**src/rtl/gtf_ctrl_pkg.sv**
```systemverilog
// Shared state codes, widths and parameter checks
// for the GTF link bring-up controller.
package gtf_ctrl_pkg;

  localparam logic [2:0] ST_IDLE = 3'd0;
  localparam logic [2:0] ST_RST  = 3'd1;
  localparam logic [2:0] ST_WAIT = 3'd2;
  localparam logic [2:0] ST_QUAL = 3'd3;
  localparam logic [2:0] ST_UP   = 3'd4;
  localparam logic [2:0] ST_FAIL = 3'd5;

  localparam int RETRY_W = 4;
  localparam int LOSS_W  = 16;

  // True when every interval fits an unsigned timer of cnt_w bits.
  function automatic bit cnt_fits(
    input int     cnt_w,
    input longint a,
    input longint b,
    input longint c
  );
    longint lim;
    lim = longint'(1) << cnt_w;
    return (a < lim) && (b < lim) && (c < lim);
  endfunction

endpackage

```
**src/rtl/syncer_level.sv**
```systemverilog
// Multi-flop level synchronizer with
// active-low async reset and a reset value.
module syncer_level #(
  parameter int               WIDTH       = 1,
  parameter logic [WIDTH-1:0] RESET_VALUE = '0
) (
  input  logic             clk,
  input  logic             rst_n,
  input  logic [WIDTH-1:0] d,
  output logic [WIDTH-1:0] q
);

  logic [WIDTH-1:0] r_meta;
  logic [WIDTH-1:0] r_sync;

  always_ff @(posedge clk or negedge rst_n) begin
    if (!rst_n) begin
      r_meta <= RESET_VALUE;
      r_sync <= RESET_VALUE;
    end else begin
      r_meta <= d;
      r_sync <= r_meta;
    end
  end

  assign q = r_sync;

endmodule

```
**src/rtl/gtf_link_bringup_ctrl.sv**
```systemverilog
// GTF channel bring-up sequencer: reset hold,
// link wait with timeout, stability qualify, retry.
module gtf_link_bringup_ctrl
  import gtf_ctrl_pkg::*;
#(
  parameter int          RESET_CYCLES  = 100,
  parameter logic [31:0] LINK_TIMEOUT  = 32'h0100_0000,
  parameter int          STABLE_CYCLES = 2048,
  parameter int          MAX_RETRY     = 7,
  parameter int          CNT_W         = 32
) (
  input  logic              gtf_freerun_clk,
  input  logic              gtf_sys_rst,
  input  logic              gtf_clk_wiz_locked,
  input  logic              link_status_in,
  input  logic              ctl_enable,
  input  logic              fail_clear,
  output logic              hb_gtwiz_reset_all_out,
  output logic              link_stable,
  output logic              ctl_hwchk_frm_gen_en_out,
  output logic              ctl_hwchk_mon_en_out,
  output logic [2:0]        ctrl_state,
  output logic [RETRY_W-1:0] retry_cnt,
  output logic [LOSS_W-1:0] link_loss_cnt,
  output logic              bringup_fail
);

  localparam logic [CNT_W-1:0] RST_LAST =
    CNT_W'(RESET_CYCLES - 1);
  localparam logic [CNT_W-1:0] TMO_LAST =
    CNT_W'(LINK_TIMEOUT - 32'd1);
  localparam logic [CNT_W-1:0] STB_LAST =
    CNT_W'(STABLE_CYCLES - 1);
  localparam logic [RETRY_W-1:0] RETRY_MAX =
    RETRY_W'(MAX_RETRY);

  if (!cnt_fits(CNT_W, longint'(RESET_CYCLES),
                longint'(LINK_TIMEOUT),
                longint'(STABLE_CYCLES))) begin : g_cnt_w_bad
    $error("CNT_W too narrow for configured intervals");
  end

  logic w_rst_n;
  logic w_locked_s;
  logic w_link_s;

  assign w_rst_n = ~gtf_sys_rst;

  syncer_level #(
    .WIDTH       (1),
    .RESET_VALUE (1'b0)
  ) u_sync_lock (
    .clk   (gtf_freerun_clk),
    .rst_n (w_rst_n),
    .d     (gtf_clk_wiz_locked),
    .q     (w_locked_s)
  );

  syncer_level #(
    .WIDTH       (1),
    .RESET_VALUE (1'b0)
  ) u_sync_link (
    .clk   (gtf_freerun_clk),
    .rst_n (w_rst_n),
    .d     (link_status_in),
    .q     (w_link_s)
  );

  logic [2:0]         r_state;
  logic [CNT_W-1:0]   r_timer;
  logic [RETRY_W-1:0] r_retry;
  logic [LOSS_W-1:0]  r_loss_cnt;
  logic               r_rst_all;
  logic               r_up;
  logic               r_fail;

  logic [2:0]         w_nxt_state;
  logic [CNT_W-1:0]   w_nxt_timer;
  logic [RETRY_W-1:0] w_nxt_retry;
  logic [LOSS_W-1:0]  w_nxt_loss;
  logic               w_att_fail;

  always_comb begin
    w_nxt_state = r_state;
    w_nxt_timer = r_timer;
    w_nxt_retry = r_retry;
    w_nxt_loss  = r_loss_cnt;
    w_att_fail  = 1'b0;

    // Lock/enable drop overrides everything except a latched failure.
    if (r_state != ST_FAIL && (!w_locked_s || !ctl_enable)) begin
      w_nxt_state = ST_IDLE;
      w_nxt_timer = '0;
    end else begin
      unique case (r_state)
        ST_IDLE: begin
          w_nxt_state = ST_RST;
          w_nxt_retry = '0;
          w_nxt_timer = '0;
        end
        ST_RST: begin
          if (r_timer == RST_LAST) begin
            w_nxt_state = ST_WAIT;
            w_nxt_timer = '0;
          end else begin
            w_nxt_timer = r_timer + CNT_W'(1);
          end
        end
        ST_WAIT: begin
          if (w_link_s) begin
            w_nxt_state = ST_QUAL;
            w_nxt_timer = '0;
          end else if (r_timer == TMO_LAST) begin
            w_att_fail = 1'b1;
          end else begin
            w_nxt_timer = r_timer + CNT_W'(1);
          end
        end
        ST_QUAL: begin
          if (!w_link_s) begin
            w_att_fail = 1'b1;
          end else if (r_timer == STB_LAST) begin
            w_nxt_state = ST_UP;
            w_nxt_retry = '0;
            w_nxt_timer = '0;
          end else begin
            w_nxt_timer = r_timer + CNT_W'(1);
          end
        end
        ST_UP: begin
          if (!w_link_s) begin
            w_nxt_state = ST_RST;
            w_nxt_timer = '0;
            if (r_loss_cnt != '1)
              w_nxt_loss = r_loss_cnt + LOSS_W'(1);
          end
        end
        ST_FAIL: begin
          if (fail_clear) begin
            w_nxt_state = ST_IDLE;
            w_nxt_retry = '0;
            w_nxt_timer = '0;
          end
        end
        default: begin
          w_nxt_state = ST_IDLE;
          w_nxt_timer = '0;
        end
      endcase
    end

    if (w_att_fail) begin
      w_nxt_timer = '0;
      if (r_retry == RETRY_MAX) begin
        w_nxt_state = ST_FAIL;
      end else begin
        w_nxt_state = ST_RST;
        w_nxt_retry = r_retry + RETRY_W'(1);
      end
    end
  end

  always_ff @(posedge gtf_freerun_clk or posedge gtf_sys_rst) begin
    if (gtf_sys_rst) begin
      r_state    <= ST_IDLE;
      r_timer    <= '0;
      r_retry    <= '0;
      r_loss_cnt <= '0;
      r_rst_all  <= 1'b1;
      r_up       <= 1'b0;
      r_fail     <= 1'b0;
    end else begin
      r_state    <= w_nxt_state;
      r_timer    <= w_nxt_timer;
      r_retry    <= w_nxt_retry;
      r_loss_cnt <= w_nxt_loss;
      r_rst_all  <= (w_nxt_state == ST_IDLE) ||
                    (w_nxt_state == ST_RST)  ||
                    (w_nxt_state == ST_FAIL);
      r_up       <= (w_nxt_state == ST_UP);
      r_fail     <= (w_nxt_state == ST_FAIL);
    end
  end

  assign hb_gtwiz_reset_all_out   = r_rst_all;
  assign link_stable              = r_up;
  assign ctl_hwchk_frm_gen_en_out = r_up;
  assign ctl_hwchk_mon_en_out     = r_up;
  assign ctrl_state               = r_state;
  assign retry_cnt                = r_retry;
  assign link_loss_cnt            = r_loss_cnt;
  assign bringup_fail             = r_fail;

endmodule

```
**config.mk**
```make
export PLATFORM = sky130hd
export DESIGN_NAME = gtf_link_bringup_ctrl
export DESIGN_NICKNAME = d
export VERILOG_FILES = /design/src/rtl/gtf_ctrl_pkg.sv /design/src/rtl/syncer_level.sv /design/src/rtl/gtf_link_bringup_ctrl.sv
export SDC_FILE = /design/constraint.sdc
export NUM_CORES = 1
export LEC_CHECK = 0
export CAP_MARGIN = 40
export CORE_ASPECT_RATIO = 1.25
export CORE_MARGIN = 1
export CORE_UTILIZATION = 55
export DETAILED_ROUTE_END_ITERATION = 8
export PLACE_DENSITY = 0.77
export SETUP_SLACK_MARGIN = 0.4
export SLEW_MARGIN = 20
export SYNTH_ARGS = -nofsm -noshare
export SYNTH_HDL_FRONTEND = slang
export SYNTH_SLANG_ARGS = --single-unit
```
**constraint.sdc**
```tcl
create_clock -name gtf_freerun_clk -period 2.8 [get_ports gtf_freerun_clk]
set_input_delay 0.56 -clock gtf_freerun_clk [delete_from_list [all_inputs] [get_ports gtf_freerun_clk]]
set_output_delay 0.56 -clock gtf_freerun_clk [all_outputs]
set_load 0.01 [all_outputs]
```
==> results of run 1 <==
==> routing by layer <==
layer	up-vias	GRT usage [%]	part of all wire (%)
met3	30	6.31	5.7
met4	0	11.8	3.5
met5	-	0	0
li1	1447	-	-
met2	139	42.5	49
met1	1513	31.4	42
==> cell type report <==
class	count	area, sq um
timing repair buffer	66	686
tap	82	103
sequential	62	1560
inverter	11	41.3
fill	405	1520
clock buffer	12	135
clock inverter	4	47.5
multi-input combinational	273	1760
==> kinds of logic after synthesis <==
group | share of synthesized area (%)
adder cells (fa/ha/maj) | 1.12
buffers and inverters | 3.83
flip-flops | 46.2
multiplexers | 0.967
XOR/XNOR | 6.25
AO/OA/AOI/OAI | 15.6
AND/OR/NAND/NOR | 26.1
==> how the worst max path moves through the flow <==
| stage | from | endpoint | slack, ns | cells after the start |
|---|---|---|---|---|
| 3_3_place_gp | ctl_enable | link_loss_cnt[9] | 0.32 | 8 |
| 6_report | r_timer[15] | r_timer[10] | 0.40 | 9 |
| 2_1_floorplan | r_timer[24] | r_timer[16] | 0.50 | 9 |
| 4_1_cts | r_timer[30] | r_timer[10] | 0.40 | 9 |
| 3_5_place_dp | ctl_enable | link_loss_cnt[9] | 0.22 | 8 |
| 5_1_grt | r_timer[27] | r_timer[10] | 0.30 | 9 |
==> synth_stat cells (all sizes together) (2+ instances only) <==
library cell and instances:
dfrtp 61, nor4 9, or2 3, a21boi 2
nor2b 3, or3 5, a21oi 13, a41oi 3
nand2 43, xnor2 14, o21ai 23, a21o 3
nand4 15, ha 3, a211o 2, mux2 2
nor2 25, buf 7, nand3 31, and2 3
clkbuf 8, o22ai 3, a31oi 13, inv 11
nor3 13, a22o 3, and3 10, o31ai 2
xor2 10, and4 2
==> worst reg2reg max path, cell delays in order (launching register included) <==
cell	delay [ns]
dfrtp_2	0.45
nor4_4	0.29
nand4_1	0.19
or2_0	0.24
a222oi_1	0.31
buf_4	0.20
nor2_4	0.07
buf_12	0.13
and3_1	0.16
a211o_1	0.26
==> layout by cell type, fill, tap and decap left out, types with 3 or more instances in the layout <==
cell / instances
a22o_1: 3
inv_1: 9
dfrtp_2: 7
nand2_1: 42
nor2_1: 24
and3_1: 10
xnor2_1: 14
nand4_1: 15
buf_4: 26
a31oi_1: 13
o21ai_0: 18
a41oi_1: 3
a21o_1: 3
nand3_1: 30
clkbuf_1: 3
o22ai_1: 3
clkbuf_8: 9
nor3_1: 12
a21oi_1: 12
xor2_1: 10
buf_12: 3
or3_1: 5
clkdlybuf4s50_1: 33
dfrtp_1: 54
nor4_4: 6
clkbuf_16: 4
o21ai_1: 4
==> repair_timing <==
action,4_1_cts,5_1_grt
endpoints found under the hold margin,0,0
hold buffers,0,0
setup endpoints to repair,5,11
gates cloned,0,4
resized for setup,9,14
buffers inserted,8,7
pin swaps,3,6
==> state kept, by name (all words and copies together) (netlist names) <==
| signal | cells |
|---|---|
| ctrl_state | 3 |
| u_sync_lock.q | 1 |
| u_sync_link.r_meta | 1 |
| bringup_fail | 1 |
| ctl_hwchk_frm_gen_en_out | 1 |
| retry_cnt | 4 |
| u_sync_lock.r_meta | 1 |
| hb_gtwiz_reset_all_out | 1 |
| r_timer | 32 |
| link_loss_cnt | 16 |
| u_sync_link.q | 1 |
==> power breakdown <==
part / switching (mW) / leakage, nW / internal, mW
logic: 0.0384 / 0.898 / 0.0275
clock network: 0.357 / 0.0904 / 0.409
registers: 0.00392 / 0.841 / 0.899
total: 0.399 / 1.83 / 1.34
==> metrics by stage <==
| stage | setup slack, ns | cells | area, sq um | total power [mW] |
|---|---|---|---|---|
| CTS | 0.400 | 499 | 4140 | 1.72 |
| global route | 0.303 | 510 | 4340 | 1.79 |
| global placement | 0.317 | 475 | 3850 | 0.977 |
| detailed placement | 0.219 | 475 | 3850 | 0.979 |
| floorplan | 0.495 | 361 | 3360 | 0.952 |
| finish | 0.402 | 510 | 4340 | 1.73 |
==> impl_metrics.csv, run 1 <==
group,metric,value,unit
run_status,status,"complete, no violations",
pwr,peakVddDrop,0.313,mV
timing,maxSlewHeadroom,57.3,%
route,routedWlPerCell,16.5,microns
synth,netlist_area,3360,sq um
critical_path,crit_fanout,7,
route,drt_pass1_iterations,7,
grt,grt_overflow,0,
critical_path,endpoint_kind,"register",
critical_path,r2r-start,"r_timer[15]",
pwr,power-per-cell-area,400,nW/um^2
synth,synth-edff-count,0,
grt,grt_pass1_wl,12.7,mm
critical_path,crit_family,"simple AND/OR/NAND/NOR gates",
placed_design,place.gp.congestion,0.919,
grt,grt_pass1_vias,2836,
critical_path,crit_type,"reg2reg",
route,drc,0,
critical_path,worst-path-buf-inv,2,
synth,ys.warnings.count,0,
cells_and_area,fin_util,74.0,%
timing,tightest_slew,0.636,ns
cts,insertion_delay,0.36,ns
grt,grt_max_degree,39,
cts,path_clk_slew,0.06,ns
synth,ys_seq_area_share,46.2,%
floorplanning,start_util,57.4,%
timing,fmax,417,MHz
cells_and_area,nets,432,
floorplanning,die-area,6430,sq um
synth,synthCells,361,
critical_path,critPathMaxStageDelay,0.45,ns
critical_path,start_kind,"register",
cells_and_area,n_antenna_cell,0,
route,vias,3129,
cts,cts.sinks,62,
synth,synth_top_area_share,45.4,%
route,vias_per_cell,6.14,
floorplanning,die_w,71.9,microns
timing,rsz0062_at_grt,"true",
timing,period_share,85.6,%
cts,cts-root-buf,"clkbuf_8",
worst_hold_path,whs_endpoint,"u_sync_link.q",
worst_hold_path,hold_path_class,"reg2reg",
route,drtIter0Drc,313,
synth,ys_async_sr_fraction,100,%
cts,htreeDepth,3,
cells_and_area,synthToLayoutAreaGrowth,28.9,%
worst_hold_path,min_path_cells,0,
synth,synth-main-ff-cell,"dfrtp_1",
placed_design,port_buffers,33,
route,postRouteAntennaNets,0,
synth,syn_area_per_cell,9.32,sq um
cts,cts_buffers,9,
critical_path,slowest_stage,"dfrtp_2",
cells_and_area,drive_above_1_share,18.0,%
floorplanning,row_count,31,
worst_hold_path,hp-start,"u_sync_link.r_meta",
synth,ys_types,62,
grt,grt_antenna_before_repair,0,
critical_path,reg2reg_depth,9,
timing,period_minus_slack,2.40,ns
synth,yosysTopAreaCell,"dfrtp_1",
timing,setup-violations-final,0,
floorplanning,ios,34,
placed_design,hpwl,5.11,mm
timing,drv_slew,0,
timing,holdWs,0.354,ns
run,drv_cap,0,
synth,synthesis.nets,370,
critical_path,crit_arrival,2.63,ns
grt,grt_use_total,25.5,%
critical_path,critPathRequiredTime,3.03,ns
timing,hold_viol,0,
synth,ys_seq_elements,62,
synth,ys_top_cells_by_area,"dfrtp_1, nand2_1, nand3_1, xnor2_1, o21ai_0",
timing,finClkSkew,0.0130,ns
route,wl,8.41,mm
critical_path,reg2reg_slack,0.40,ns
cts,clock_path_buffers,2,
critical_path,r2r_end,"r_timer[10]",
pwr,power_leakage,1.83,nW
cts,cts_tree,"yes",
timing,finalSetupTns,0,ns
floorplanning,dieHeight,89.4,microns
critical_path,crit_chain,"nor4_4 -> nand4_1 -> or2_0 -> a222oi_1 -> buf_4 -> nor2_4 -> buf_12 -> and3_1 -> a211o_1",
floorplanning,core,5860,sq um
(Power assumes the default switching activity.)
==> inputs of run 2 (changes only) <==
Settings changed: CORE_MARGIN 1 to unset, SKIP_CTS_REPAIR_TIMING set to 1.
Clock period 2.8 ns to 2.3 ns, I/O delays scaled along.
==> run 2 against run 1 <==
The run now ends with negative setup slack left. Non-clock buffer count grew 42. Clock-buffer cell count is 2 lower. Sequential power grew 22%. Combinational power up 37%. Clock skew decreased by 0.0049 ns. Die area did not move. Worst setup slack got worse by 0.50 ns. Largest power group unchanged.
==> impl_metrics.csv, run 2 (synthesis results as in run 1) <==
group,metric,value,unit
run_status,status,"complete, but fails checks",
run_status,violations,"negative setup slack",
timing,fmax,418,MHz
route,drtIter0Drc,272,
cts,cts_buffers,9,
run,drv_cap,0,
cells_and_area,nets,474,
pwr,seq_power_share,51.8,%
timing,finalWorstSetupSlack,-0.0951,ns
placed_design,hpwl,5.72,mm
critical_path,crit_arrival,2.62,ns
critical_path,critPathRequiredTime,2.52,ns
floorplanning,die_w,71.9,microns
timing,tightest_slew,0.479,ns
pwr,internal_power,1.65,mW
timing,finalSetupTns,-0.423,ns
cells_and_area,largest_register_ffs,32,
pwr,p_sw_share,22.4,%
floorplanning,row_count,31,
floorplanning,core,5860,sq um
critical_path,start_kind,"register",
route,vias_per_cell,6.06,
grt,grt_pass1_vias,3019,
critical_path,endpoint_kind,"register",
cells_and_area,fin_util,80.6,%
cells_and_area,synthToLayoutAreaGrowth,40.3,%
cells_and_area,regMostFlops,"r_timer",
cts,cts.sinks,62,
worst_hold_path,hold_path_class,"reg2reg",
floorplanning,dieHeight,89.4,microns
pwr,power_leakage,2.08,nW
placed_design,placed_cell_area,4220,sq um
timing,finClkSkew,0.00809,ns
cells_and_area,drive_above_1_share,30.7,%
timing,setup-violations-final,11,
cts,cts-root-buf,"clkbuf_8",
placed_design,port_buffers,33,
route,routedWlPerCell,16.5,microns
timing,period_minus_slack,2.40,ns
cts,insertion_delay,0.34,ns
critical_path,crit_fanout,6,
pwr,peakVddDrop,0.470,mV
floorplanning,die-area,6430,sq um
placed_design,place.gp.congestion,0.883,
cts,htreeDepth,3,
pwr,power-per-cell-area,450,nW/um^2
timing,rsz0062_at_grt,"true",
grt,grt_antenna_before_repair,0,
pwr,p_total,2.12,mW
cells_and_area,final_cell_mix,"buf_4, dfrtp_1, nand2_1",
critical_path,reg2reg_slack,-0.1,ns
floorplanning,ios,34,
grt,grt_max_degree,63,
timing,hold_viol,0,
route,drc,0,
cts,cts_tree,"yes",
floorplanning,start_util,57.4,%
cells_and_area,fin_area,4720,sq um
grt,grt_use_total,27.7,%
route,drt_pass1_iterations,5,
timing,period_share,104,%
timing,maxSlewHeadroom,67.8,%
timing,drv_slew,0,
route,postRouteAntennaNets,0,
cts,clock_path_buffers,2,
placed_design,place_ws,-0.243,ns
grt,grt_pass1_wl,13.7,mm
cells_and_area,final_common_cell,"buf_4",
cells_and_area,n_antenna_cell,0,
critical_path,crit_type,"reg2reg",
route,vias,3340,
grt,grt_overflow,0,
pwr,p_clk_share,43.9,%
cts,path_clk_slew,0.07,ns
pwr,p_comb_share,4.2,%
pwr,p_sw,475,uW
route,wl,9.11,mm
[run 2: cell count changes in the layout (fill, tap and decap cells not counted), sizes merged]
cell,delta
clkbuf,-5
clkdlybuf4s50,-3
clkinv,+2
dlymetal6s2s,+3
inv,-1
buf,+45
[run 2: power by group through the flow]
stage          clock [mW]  combinational [mW]  sequential, mW
3_3_place_gp            0              0.0772            1.12
6_report            0.933              0.0899            1.10
3_5_place_dp            0              0.0786            1.12
2_1_floorplan           0              0.0411            1.12
4_1_cts             0.939              0.0791            1.10
5_1_grt             0.990              0.0997            1.10
[run 2: final timing paths]
| path | end | depth (start not counted) | start |
|---|---|---|---|
| worst max-delay path | r_timer[20] | 9 | r_timer[27] |
| worst min-delay path | u_sync_link.q | 0 | u_sync_link.r_meta |
| worst max register to register | r_timer[20] | 9 | r_timer[27] |
| worst min register to register | u_sync_link.q | 0 | u_sync_link.r_meta |
| max in group asynchronous | link_loss_cnt[10] | 3 | gtf_sys_rst |
| min in group asynchronous | r_timer[30] | 3 | gtf_sys_rst |
[run 2: cell type report]
type                    instances  area, sq um
well taps                      82          103
inverters                      11         45.0
fillers                       389         1140
repair buffers                108          938
multi-input cells             273         1880
clock inverters                 5         50.0
flip-flops and latches         62         1560
clock buffers                  10          138
[run 2: per-layer routing]
metal	track usage, %	wire length, microns	up-vias
li1	-	-	1534
met1	34.0	3750	1663
met2	47.9	4750	113
met3	4.74	355	30
met4	12.5	251	0
met5	0	0	-
[run 2: worst max-delay path, stage by stage, from the launching register on]
cell and delay [ns]:
dfrtp_1 0.42, nor4_4 0.38, nand2_2 0.15, or2_0 0.25, a222oi_1 0.34, buf_4 0.20, or2_4 0.13, buf_4 0.14
nor3_1 0.05, a211o_1 0.22
[run 2: per-stage QoR]
stage | cells | hold slack (ns)
finish | 551 | 0.342
CTS | 541 | 0.345
detailed placement | 526 | 0.336
floorplan | 361 | 0.331
global placement | 526 | 0.336
global route | 551 | 0.364
